==> src/rtl/menu_option_editor.sv <==
// rtl/menu_option_editor.sv - menu navigation and per-option value editor; AUTO_REPEAT_EN adds held-button auto-repeat
module menu_option_editor #(
    parameter int                          NUM_OPTS   = 3,
    parameter int                          VALUE_W    = 5,
    parameter int                          DIGITS     = 2,
    parameter logic [NUM_OPTS*VALUE_W-1:0] INIT_VALS  = '0,
    parameter int                          REPEAT_DLY = 250000,
    parameter int                          REPEAT_PER = 50000
) (
    input  logic                                          i_clk,
    input  logic                                          i_rst,
    input  logic                                          i_btn_up,
    input  logic                                          i_btn_down,
    input  logic                                          i_btn_left,
    input  logic                                          i_btn_right,
    input  logic                                          i_btn_enter,
    input  logic                                          i_btn_held_up,
    input  logic                                          i_btn_held_down,
    input  logic [NUM_OPTS*VALUE_W-1:0]                   i_opt_min,
    input  logic [NUM_OPTS*VALUE_W-1:0]                   i_opt_max,
    input  logic [NUM_OPTS-1:0]                           i_opt_roll,
    output logic [$clog2(NUM_OPTS+1)-1:0]                 o_sel,
    output logic                                          o_in_sub,
    output logic [((DIGITS > 1) ? $clog2(DIGITS) : 1)-1:0] o_sub_digit,
    output logic [NUM_OPTS*VALUE_W-1:0]                   o_values,
    output logic                                          o_back,
    output logic                                          o_changed
);
    localparam int SEL_W = $clog2(NUM_OPTS + 1);
    localparam int SD_W  = (DIGITS > 1) ? $clog2(DIGITS) : 1;
    localparam int VW1   = VALUE_W + 1;

    logic [SEL_W-1:0]   r_sel;
    logic               r_in_sub;
    logic [SD_W-1:0]    r_sub_digit;
    logic [VALUE_W-1:0] r_vals [NUM_OPTS];
    logic               r_back;
    logic               r_changed;
    logic               w_up;
    logic               w_down;

`ifdef AUTO_REPEAT_EN
    localparam int RC_W = $clog2(REPEAT_DLY + 1);

    // Counter is 0 when idle; an edge pulse arms it, a synthetic press fires at REPEAT_DLY.
    logic [RC_W-1:0] r_rep_up;
    logic [RC_W-1:0] r_rep_dn;
    logic            w_syn_up;
    logic            w_syn_dn;

    assign w_syn_up = i_btn_held_up & ~i_btn_held_down & (r_rep_up == RC_W'(REPEAT_DLY));
    assign w_syn_dn = i_btn_held_down & ~i_btn_held_up & (r_rep_dn == RC_W'(REPEAT_DLY));

    always_ff @(posedge i_clk or posedge i_rst) begin
        if (i_rst) begin
            r_rep_up <= '0;
            r_rep_dn <= '0;
        end else begin
            if (!i_btn_held_up || i_btn_held_down) r_rep_up <= '0;
            else if (i_btn_up)                     r_rep_up <= RC_W'(1);
            else if (w_syn_up)                     r_rep_up <= RC_W'(REPEAT_DLY - REPEAT_PER + 1);
            else if (r_rep_up != '0)               r_rep_up <= r_rep_up + RC_W'(1);

            if (!i_btn_held_down || i_btn_held_up) r_rep_dn <= '0;
            else if (i_btn_down)                   r_rep_dn <= RC_W'(1);
            else if (w_syn_dn)                     r_rep_dn <= RC_W'(REPEAT_DLY - REPEAT_PER + 1);
            else if (r_rep_dn != '0)               r_rep_dn <= r_rep_dn + RC_W'(1);
        end
    end

    assign w_up   = i_btn_up | w_syn_up;
    assign w_down = i_btn_down | w_syn_dn;
`else
    logic w_unused;
    assign w_unused = ^{i_btn_held_up, i_btn_held_down, REPEAT_DLY[0], REPEAT_PER[0]};
    assign w_up     = i_btn_up;
    assign w_down   = i_btn_down;
`endif

    logic w_ud_up, w_ud_dn, w_lr_r, w_lr_l;
    assign w_ud_up = w_up & ~w_down;
    assign w_ud_dn = w_down & ~w_up;
    assign w_lr_r  = i_btn_right & ~i_btn_left;
    assign w_lr_l  = i_btn_left & ~i_btn_right;

    logic [VALUE_W-1:0] w_cur, w_min, w_max;
    logic               w_roll;
    always_comb begin
        w_cur  = '0;
        w_min  = '0;
        w_max  = '0;
        w_roll = 1'b0;
        for (int k = 0; k < NUM_OPTS; k++) begin
            if (r_sel == SEL_W'(k + 1)) begin
                w_cur  = r_vals[k];
                w_min  = i_opt_min[k*VALUE_W +: VALUE_W];
                w_max  = i_opt_max[k*VALUE_W +: VALUE_W];
                w_roll = i_opt_roll[k];
            end
        end
    end

    // step = 10^(DIGITS-1-sub_digit)
    logic [VW1-1:0] w_step;
    always_comb begin
        w_step = VW1'(1);
        for (int d = 0; d < DIGITS - 1; d++) begin
            if (SD_W'(d) >= r_sub_digit) w_step = w_step * VW1'(10);
        end
    end

    // One extra bit keeps v+step and the limit differences from wrapping.
    logic [VW1-1:0] w_v, w_mn, w_mx, w_add, w_sub, w_inc, w_dec;
    assign w_v   = {1'b0, w_cur};
    assign w_mn  = {1'b0, w_min};
    assign w_mx  = {1'b0, w_max};
    assign w_add = (w_v >= w_mx || w_step >= w_mx - w_v) ? w_mx : w_v + w_step;
    assign w_sub = (w_v <= w_mn || w_v - w_mn <= w_step) ? w_mn : w_v - w_step;
    assign w_inc = (w_v >= w_mx) ? (w_roll ? w_mn : w_mx) : w_v + VW1'(1);
    assign w_dec = (w_v <= w_mn) ? (w_roll ? w_mx : w_mn) : w_v - VW1'(1);

    logic           w_wr;
    logic [VW1-1:0] w_new;
    always_comb begin
        w_wr  = 1'b0;
        w_new = w_v;
        if (!i_btn_enter) begin
            if (w_ud_up || w_ud_dn) begin
                if (r_in_sub) begin
                    w_wr  = 1'b1;
                    w_new = w_ud_up ? w_add : w_sub;
                end
            end else if ((w_lr_r || w_lr_l) && !r_in_sub && r_sel != '0) begin
                w_wr  = 1'b1;
                w_new = w_lr_r ? w_inc : w_dec;
            end
        end
    end

    always_ff @(posedge i_clk or posedge i_rst) begin
        if (i_rst) begin
            r_sel       <= '0;
            r_in_sub    <= 1'b0;
            r_sub_digit <= '0;
            r_back      <= 1'b0;
            r_changed   <= 1'b0;
            for (int k = 0; k < NUM_OPTS; k++) r_vals[k] <= INIT_VALS[k*VALUE_W +: VALUE_W];
        end else begin
            r_back    <= 1'b0;
            r_changed <= w_wr && (w_new != w_v);
            if (w_wr) begin
                for (int k = 0; k < NUM_OPTS; k++) begin
                    if (r_sel == SEL_W'(k + 1)) r_vals[k] <= w_new[VALUE_W-1:0];
                end
            end
            if (i_btn_enter) begin
                if (r_in_sub) begin
                    r_in_sub    <= 1'b0;
                    r_sub_digit <= '0;
                end else if (r_sel == '0) begin
                    r_back <= 1'b1;
                end else begin
                    r_in_sub    <= 1'b1;
                    r_sub_digit <= '0;
                end
            end else if (w_ud_up || w_ud_dn) begin
                if (!r_in_sub) begin
                    if (w_ud_up && r_sel != '0)                    r_sel <= r_sel - SEL_W'(1);
                    else if (w_ud_dn && r_sel != SEL_W'(NUM_OPTS)) r_sel <= r_sel + SEL_W'(1);
                end
            end else if (r_in_sub) begin
                if (w_lr_r)
                    r_sub_digit <= (r_sub_digit == SD_W'(DIGITS - 1)) ? '0 : r_sub_digit + SD_W'(1);
                else if (w_lr_l)
                    r_sub_digit <= (r_sub_digit == '0) ? SD_W'(DIGITS - 1) : r_sub_digit - SD_W'(1);
            end
        end
    end

    for (genvar k = 0; k < NUM_OPTS; k++) begin : g_out
        assign o_values[k*VALUE_W +: VALUE_W] = r_vals[k];
    end

    assign o_sel       = r_sel;
    assign o_in_sub    = r_in_sub;
    assign o_sub_digit = r_sub_digit;
    assign o_back      = r_back;
    assign o_changed   = r_changed;

endmodule
==> config.mk <==
export PLATFORM = sky130hd
export DESIGN_NAME = menu_option_editor
export DESIGN_NICKNAME = d
export VERILOG_FILES = /design/src/rtl/menu_option_editor.sv
export SDC_FILE = /design/constraint.sdc
export NUM_CORES = 1
export LEC_CHECK = 0
export ABC_AREA = 0
export CELL_PAD_IN_SITES_DETAIL_PLACEMENT = 1
export CELL_PAD_IN_SITES_GLOBAL_PLACEMENT = 2
export CORE_MARGIN = 3
export CORE_UTILIZATION = 35
export DETAILED_ROUTE_END_ITERATION = 8
export HOLD_SLACK_MARGIN = 0.1
export MAX_ROUTING_LAYER = met4
export PLACE_DENSITY_LB_ADDON = 0.15
export SYNTH_ARGS = -nofsm -noshare
export SYNTH_HDL_FRONTEND = slang
export SYNTH_SLANG_ARGS = --single-unit
==> constraint.sdc <==
create_clock -name i_clk -period 10.9 [get_ports i_clk]
set_input_delay 2.18 -clock i_clk [delete_from_list [all_inputs] [get_ports i_clk]]
set_output_delay 2.18 -clock i_clk [all_outputs]
set_load 0.02 [all_outputs]
==> metrics.md, run 1 <==
| Metric | Value |
|---|---|
| Status | `completed` |
| Clock transition at the register clock pins on the worst setup and hold paths after CTS | `0.08 ns` |
| Ant diodes | `0` |
| Clock tree from TritonCTS | `done` |
| Via count of the first global-routing pass | `3240` |
| Post-synth EDFFs | `0` |
| Delay of the slowest cell on the worst path | `0.40 ns` |
| Startpoint of the worst-slack reg-to-reg timing path | `o_sel[1]` |
| Async SR Flop Fraction | `100%` |
| Clock sink count | `21` |
| Remaining DRCs | `0` |
| Clock Tree Buf Depth | `2` |
| Total of cells resized after clock tree synthesis | `0` |
| Total gr overflow | `0` |
| First-pass GRT wire length | `16800 µm` |
| Tmin final | `5.97 ns` |
| Top-level I/O count | `63` |
| Unique cell type count in the Yosys netlist | `77` |
| Setup Total Neg Slack | `0 ns` |
| Worst-margin pin slew | `1.00 ns` |
| Final wirelength | `10400 µm` |
| X dimension of the die | `103 µm` |
| Dominant cell by count in the synthesized netlist | `sky130_fd_sc_hd__ha_1` |
| Area of the die | `10500 µm²` |
| Number of flip-flops and latches in the synthesized netlist | `21` |
| Hold violation total from the final report | `0` |
| Starting Density | `36.7%` |
| Slew HR | `33.3%` |
| Antenna violations before repair | `0` |
| Average cell area after synthesis | `8.91 µm²` |
| NumNets Final | `499` |
| Category of the worst setup path capture point | `register` |
| Via count | `2992` |
| Yosys top cell area share | `16.1%` |
| Final setup violation count | `0` |
| List of cells traversed by the critical path | `clkdlybuf4s50_1, a221o_1, o21ai_2, inv_1, ha_1, nor2b_1, o21ai_0, nand2_1, xnor2_1, ha_1, o21a_1, a21o_1, o31ai_4, and2_1, o31ai_1, a211oi_2, o2bb2ai_1, a211o_1, a21o_1` |
| Average wire per cell in the routed design | `19.7 µm` |
| DP HPWL | `8430 µm` |
| Synth Flop Type | `sky130_fd_sc_hd__dfrtp_1` |
| Number of nets still failing antenna checks after routing | `0` |
| Synth area leaders | `sky130_fd_sc_hd__dfrtp_1, sky130_fd_sc_hd__ha_1, sky130_fd_sc_hd__a21oi_1` |
| Leading post-synthesis cells by instance count | `sky130_fd_sc_hd__ha_1, sky130_fd_sc_hd__nand2_1, sky130_fd_sc_hd__inv_1` |
| Count of buffers inserted at the top-level ports | `60` |
| H-tree levels | `1` |
| Non-filler cells in the finished layout | `527` |
| Placed cell count | `523` |
| Post-synthesis instance total | `366` |
| Synthesis warning total | `0` |
| Layout cells sized above 1 | `13.4%` |
| All-layer global routing usage | `21.1%` |
| First-pass iteration count of the detailed router | `4` |
| Unrepaired setup endpoints after global routing | `false` |
| Largest net degree at the start of global routing | `25` |
| Number of buffers created by CTS | `3` |
| Post-synth top area cell | `sky130_fd_sc_hd__dfrtp_1` |
| Source of the critical timing path | `i_opt_max[6]` |
| Max-cap violations | `0` |
| Clock latency reported for the late side of the worst-skew pair | `0.26 ns` |
| Hold path start | `o_values[3]` |
| Seq/Total Area, Yosys | `16.1%` |
| Critical Setup Path Class | `primary input to register` |
| Clock tree root driver cell | `sky130_fd_sc_hd__clkbuf_8` |
| Routability cong. | `0.860` |
| Total of hold buffers inserted after clock tree synthesis | `0` |
| Required time at the endpoint of the critical path | `11.06 ns` |
| Number of pins with negative max-slew slack in the final report | `0` |
| Maximum clock rate | `0.168 GHz` |
| Fin Clk Skew | `0.00266 ns` |
| Initial DRC count | `79` |
| Hold Path Class | `register to register` |
| Cell row count | `34` |
| Chip height | `103 µm` |
| Netlist area before placement | `3260 µm²` |
| Startpoint Class | `primary input` |
| Slowest stage cell, crit path | `sky130_fd_sc_hd__clkdlybuf4s50_1` |
| Standard cell core area | `8890 µm²` |
| Area growth from synthesis to final layout | `20.7%` |
| Endpoint arrival time on the critical path | `6.13 ns` |
| Avg Vias per Cell | `5.68` |
| Number of nets in the synthesized netlist | `445` |
| Post-CTS Repair Setup Buffers | `0` |
| Final cycle utilization of the critical path | `54.8%` |
| Worst-path fanout max | `6` |
[metrics by stage]
stage / hold WS, ns / setup slack, ns / cell area [µm²] / util, %
after floorplan: 0.602 / 5.55 / 3260 / -
after global placement: 0.505 / 4.65 / 3890 / 43.7
after detailed placement: 0.529 / 4.62 / 3890 / 43.7
after CTS: 0.550 / 4.90 / 3940 / 44.3
after global routing: 0.574 / 4.63 / 3940 / 44.3
final: 0.535 / 4.93 / 3940 / 44.3
[critical path, delay by kind of cell]
family / cells / cell delay (ns)
AO/OA/AOI/OAI: 11 / 2.32
adder cells (fa/ha/maj): 2 / 0.56
buffers and inverters: 2 / 0.49
AND/OR/NAND/NOR: 3 / 0.44
XOR/XNOR: 1 / 0.14
[logic make-up (layout without fill, tap and decap cells)]
kind of cell	after synthesis	in the layout	share of synthesized area [%]
flip-flops	21	21	16.1
AND/OR/NAND/NOR	109	109	19.3
adder cells (fa/ha/maj)	37	37	15.1
AO/OA/AOI/OAI	115	115	29.7
multiplexers	23	23	7.72
buffers and inverters	44	97	7.49
XOR/XNOR	17	17	4.57
[layer usage]
metal	up-vias	share of wire, %	wire length, µm	track usage, %
met2	46	51	5260	36.5
met4	0	0.69	72	3.53
li1	1450	-	-	-
met3	6	1.6	163	0.609
met5	-	0	0	-
met1	1490	47	4900	27.9
[final timing paths]
| check | slack [ns] | to | cells past startpoint |
|---|---|---|---|
| worst min register to register | 0.54 | o_values[3] | 2 |
| worst min-delay path | 0.54 | o_values[3] | 2 |
| worst max register to register | 5.75 | o_changed | 20 |
| min in group asynchronous | 2.37 | o_values[3] | 2 |
| max in group asynchronous | 8.01 | o_in_sub | 2 |
| worst max-delay path | 4.93 | o_changed | 19 |
[registers in the layout, indices dropped and copies added, names as in the netlist]
name / count
o_values: 15
o_changed: 1
o_sel: 2
o_in_sub: 1
o_sub_digit: 1
o_back: 1
[layout by cell type (no fill, tap or decap), drive strengths merged, types with 5 or more instances in the layout]
cell / count
clkdlybuf4s50: 60
nor2b: 8
mux2: 11
nand3: 6
nor3: 5
inv: 30
a211oi: 9
dfrtp: 21
nand4: 5
a21oi: 31
xnor2: 13
o21ai: 20
nand3b: 10
a2bb2oi: 7
a21o: 7
a211o: 5
ha: 33
nand2b: 7
mux2i: 12
nand2: 29
nor2: 23
[area by class of cell]
| class | count | area [µm²] |
|---|---|---|
| clock buffers | 3 | 41.3 |
| well taps | 108 | 135 |
| inverters | 30 | 115 |
| multi-input cells | 301 | 2490 |
| fillers | 1036 | 4960 |
| repair buffers | 63 | 623 |
| clock inverters | 1 | 5.00 |
| flip-flops and latches | 21 | 526 |
Power of run 1 is left out: the tool's default activity adds up to more than one toggle a clock period on the data nets, which glitch-free logic cannot reach.
==> inputs of run 2 (changes only) <==
CORE_UTILIZATION = 32   (was 35)
clock period = 5.5 ns   (was 10.9 ns; I/O delays follow)
==> run 2 against run 1 <==
Compared with the run above:
- clock skew is 0.0044 ns higher
- core utilization is 3.0 points lower
- clock-buffer cell count is 1 higher
- sequential cell count stayed put
- design area is 3.1% higher
- first-iteration DRC count is 5.1% lower
- wire length is 7.2% higher
- hold slack worse by 0.0098 ns
- die area is 8.8% higher
- critical path depth stayed put
- via count is 2.1% higher
- worst setup slack worse by 4.4 ns
- critical path type is now register to register
==> metrics.md, run 2 (same netlist as run 1, synthesis figures left out) <==
| Metric | Value |
|---|---|
| Starting Density | `33.2% (was 36.7%)` |
| Final cycle utilization of the critical path | `89.8%` |
| Setup Total Neg Slack | `0 ns (unchanged)` |
| Antenna violations before repair | `0 (unchanged)` |
| Standard cell core area | `9820 µm² (was 8890 µm²)` |
| Clock sink count | `21 (unchanged)` |
| Number of filler instances in the final layout | `1201 (was 1036)` |
| All-layer global routing usage | `20.4% (was 21.1%)` |
| Critical Setup Path Class | `register to register (was primary input to register)` |
| Clock latency reported for the late side of the worst-skew pair | `0.26 ns (about the same)` |
| Layout cells sized above 1 | `15.5% (was 13.4%)` |
| Clock transition at the register clock pins on the worst setup and hold paths after CTS | `0.08 ns (about the same)` |
| Startpoint Class | `register (was primary input)` |
| Chip height | `107 µm (was 103 µm)` |
| Worst-path fanout max | `12 (was 6)` |
| Top layer reached by signal wires | `met4 (unchanged)` |
| Required time at the endpoint of the critical path | `5.66 ns (was 11.06 ns)` |
| Detailed-routed wire length on met3 | `136 µm (was 163 µm)` |
| Post-CTS Repair Setup Buffers | `0 (unchanged)` |
| Endpoint arrival time on the critical path | `5.09 ns (was 6.13 ns)` |
| Worst-margin pin slew | `0.849 ns (was 1.00 ns)` |
| First-pass iteration count of the detailed router | `4 (unchanged)` |
| Area growth from synthesis to final layout | `24.4% (was 20.7%)` |
| Largest net degree at the start of global routing | `22 (was 25)` |
| Total gr overflow | `0 (unchanged)` |
| Leading cell types in the layout, fill and taps excluded | `sky130_fd_sc_hd__clkdlybuf4s50_1, sky130_fd_sc_hd__ha_1, sky130_fd_sc_hd__nand2_1, sky130_fd_sc_hd__inv_1, sky130_fd_sc_hd__a21oi_1 (unchanged)` |
| Slew HR | `43.3% (was 33.3%)` |
| Unrepaired setup endpoints after global routing | `false (unchanged)` |
| Maximum clock rate | `0.202 GHz` |
| Initial DRC count | `75 (was 79)` |
| Area of the die | `11400 µm² (was 10500 µm²)` |
| NumNets Final | `511 (was 499)` |
| Clock tree root driver cell | `sky130_fd_sc_hd__clkbuf_8 (unchanged)` |
| DP HPWL | `9020 µm (was 8430 µm)` |
| Ant diodes | `0 (unchanged)` |
| Clock Tree Buf Depth | `2 (unchanged)` |
| Average wire per cell in the routed design | `19.8 µm (was 19.7 µm)` |
| Final setup violation count | `0 (unchanged)` |
| Avg Vias per Cell | `5.42 (was 5.68)` |
| Status | `completed (unchanged)` |
| X dimension of the die | `107 µm (was 103 µm)` |
| Via count | `3055 (was 2992)` |
| Max-cap violations | `0 (unchanged)` |
| Commonest non-fill, non-tap cell in the layout | `sky130_fd_sc_hd__clkdlybuf4s50_1 (unchanged)` |
| Fin Clk Skew | `0.00704 ns (was 0.00266 ns)` |
| Cell row count | `36 (was 34)` |
| Hold violation total from the final report | `0 (unchanged)` |
| Met1 Wirelength | `5410 µm (was 4900 µm)` |
| Clock tree from TritonCTS | `done (unchanged)` |
| Number of pins with negative max-slew slack in the final report | `0 (unchanged)` |
| Met2 wirelength from detailed routing | `5480 µm (was 5260 µm)` |
| Number of nets still failing antenna checks after routing | `0 (unchanged)` |
| H-tree levels | `1 (unchanged)` |
| Total of cells resized after clock tree synthesis | `0 (unchanged)` |
| Count of buffers inserted at the top-level ports | `60 (unchanged)` |
| Routability cong. | `0.845 (was 0.860)` |
| Total of hold buffers inserted after clock tree synthesis | `0 (unchanged)` |
| Number of buffers created by CTS | `3 (unchanged)` |
| Remaining DRCs | `0 (unchanged)` |
| Category of the worst setup path capture point | `register (unchanged)` |
| Final wirelength | `11100 µm (was 10400 µm)` |
| Hold Path Class | `register to register (unchanged)` |
| Top-level I/O count | `63 (unchanged)` |
| First-pass GRT wire length | `18000 µm (was 16800 µm)` |
| Via count of the first global-routing pass | `3267 (was 3240)` |
| Largest register FFs | `15 (unchanged)` |
| Tmin final | `4.94 ns` |
[run 2: area by class of cell]
cell class | count | area [µm²] | share of cell area [%]
inverters | 30 | 115 | 2.84
repair buffers | 75 | 713 | 17.6
flip-flops and latches | 21 | 526 | 13.0
clock buffers | 4 | 45.0 | 1.11
multi-input cells | 301 | 2490 | 61.4
well taps | 133 | 166 | 4.10
[run 2: per-layer routing]
metal,track usage [%],up-vias
met5,-,-
met4,3.47,0
met3,0.903,8
met2,34.3,39
met1,28.0,1535
li1,-,1473
[run 2: worst max-delay path: stages, from the launching register on]
cell and delay [ns]:
sky130_fd_sc_hd__dfrtp_1 0.44, sky130_fd_sc_hd__ha_1 0.37, sky130_fd_sc_hd__inv_2 0.41, sky130_fd_sc_hd__a2bb2oi_4 0.37
sky130_fd_sc_hd__inv_1 0.16, sky130_fd_sc_hd__ha_1 0.35, sky130_fd_sc_hd__nor2b_1 0.14, sky130_fd_sc_hd__o21ai_0 0.28
sky130_fd_sc_hd__nand2_1 0.11, sky130_fd_sc_hd__xnor2_1 0.14, sky130_fd_sc_hd__ha_1 0.28, sky130_fd_sc_hd__o21a_1 0.16
sky130_fd_sc_hd__a21o_1 0.22, sky130_fd_sc_hd__o31ai_4 0.13, sky130_fd_sc_hd__and2_1 0.19, sky130_fd_sc_hd__o31ai_1 0.36
sky130_fd_sc_hd__a211oi_2 0.14, sky130_fd_sc_hd__o2bb2ai_1 0.16, sky130_fd_sc_hd__a211o_1 0.24, sky130_fd_sc_hd__a21o_1 0.18
[run 2: per-stage QoR]
stage	hold slack [ns]	cells	instance area, µm²	utilization [%]	worst slack (ns)
3_3_place_gp	0.507	560	4010	40.8	0.357
3_5_place_dp	0.520	560	4010	40.8	0.290
2_1_floorplan	0.602	366	3260	-	1.23
5_1_grt	0.559	564	4060	41.3	0.259
4_1_cts	0.544	564	4060	41.3	0.487
6_report	0.525	564	4060	41.3	0.561
[run 2: path summary, 6_finish.rpt]
kind,start,endpoint,slack [ns],depth (start not counted)
worst max-delay path,o_sel[0],o_changed,0.56,19
worst max register to register,o_sel[0],o_changed,0.56,19
worst min register to register,o_values[3],o_values[3],0.53,2
worst min-delay path,o_values[3],o_values[3],0.53,2
min in group asynchronous,i_rst,o_values[5],1.31,2
max in group asynchronous,i_rst,o_values[10],3.67,2
Power of run 2 is left out for the same reason.
==> inputs of run 3 (changes only) <==
GPL_ROUTABILITY_DRIVEN = 1   (was unset)
==> results of run 3 <==
Same layout as run 2: the final DEF is identical, and so are final timing and power.
Power of run 3 is left out for the same reason.
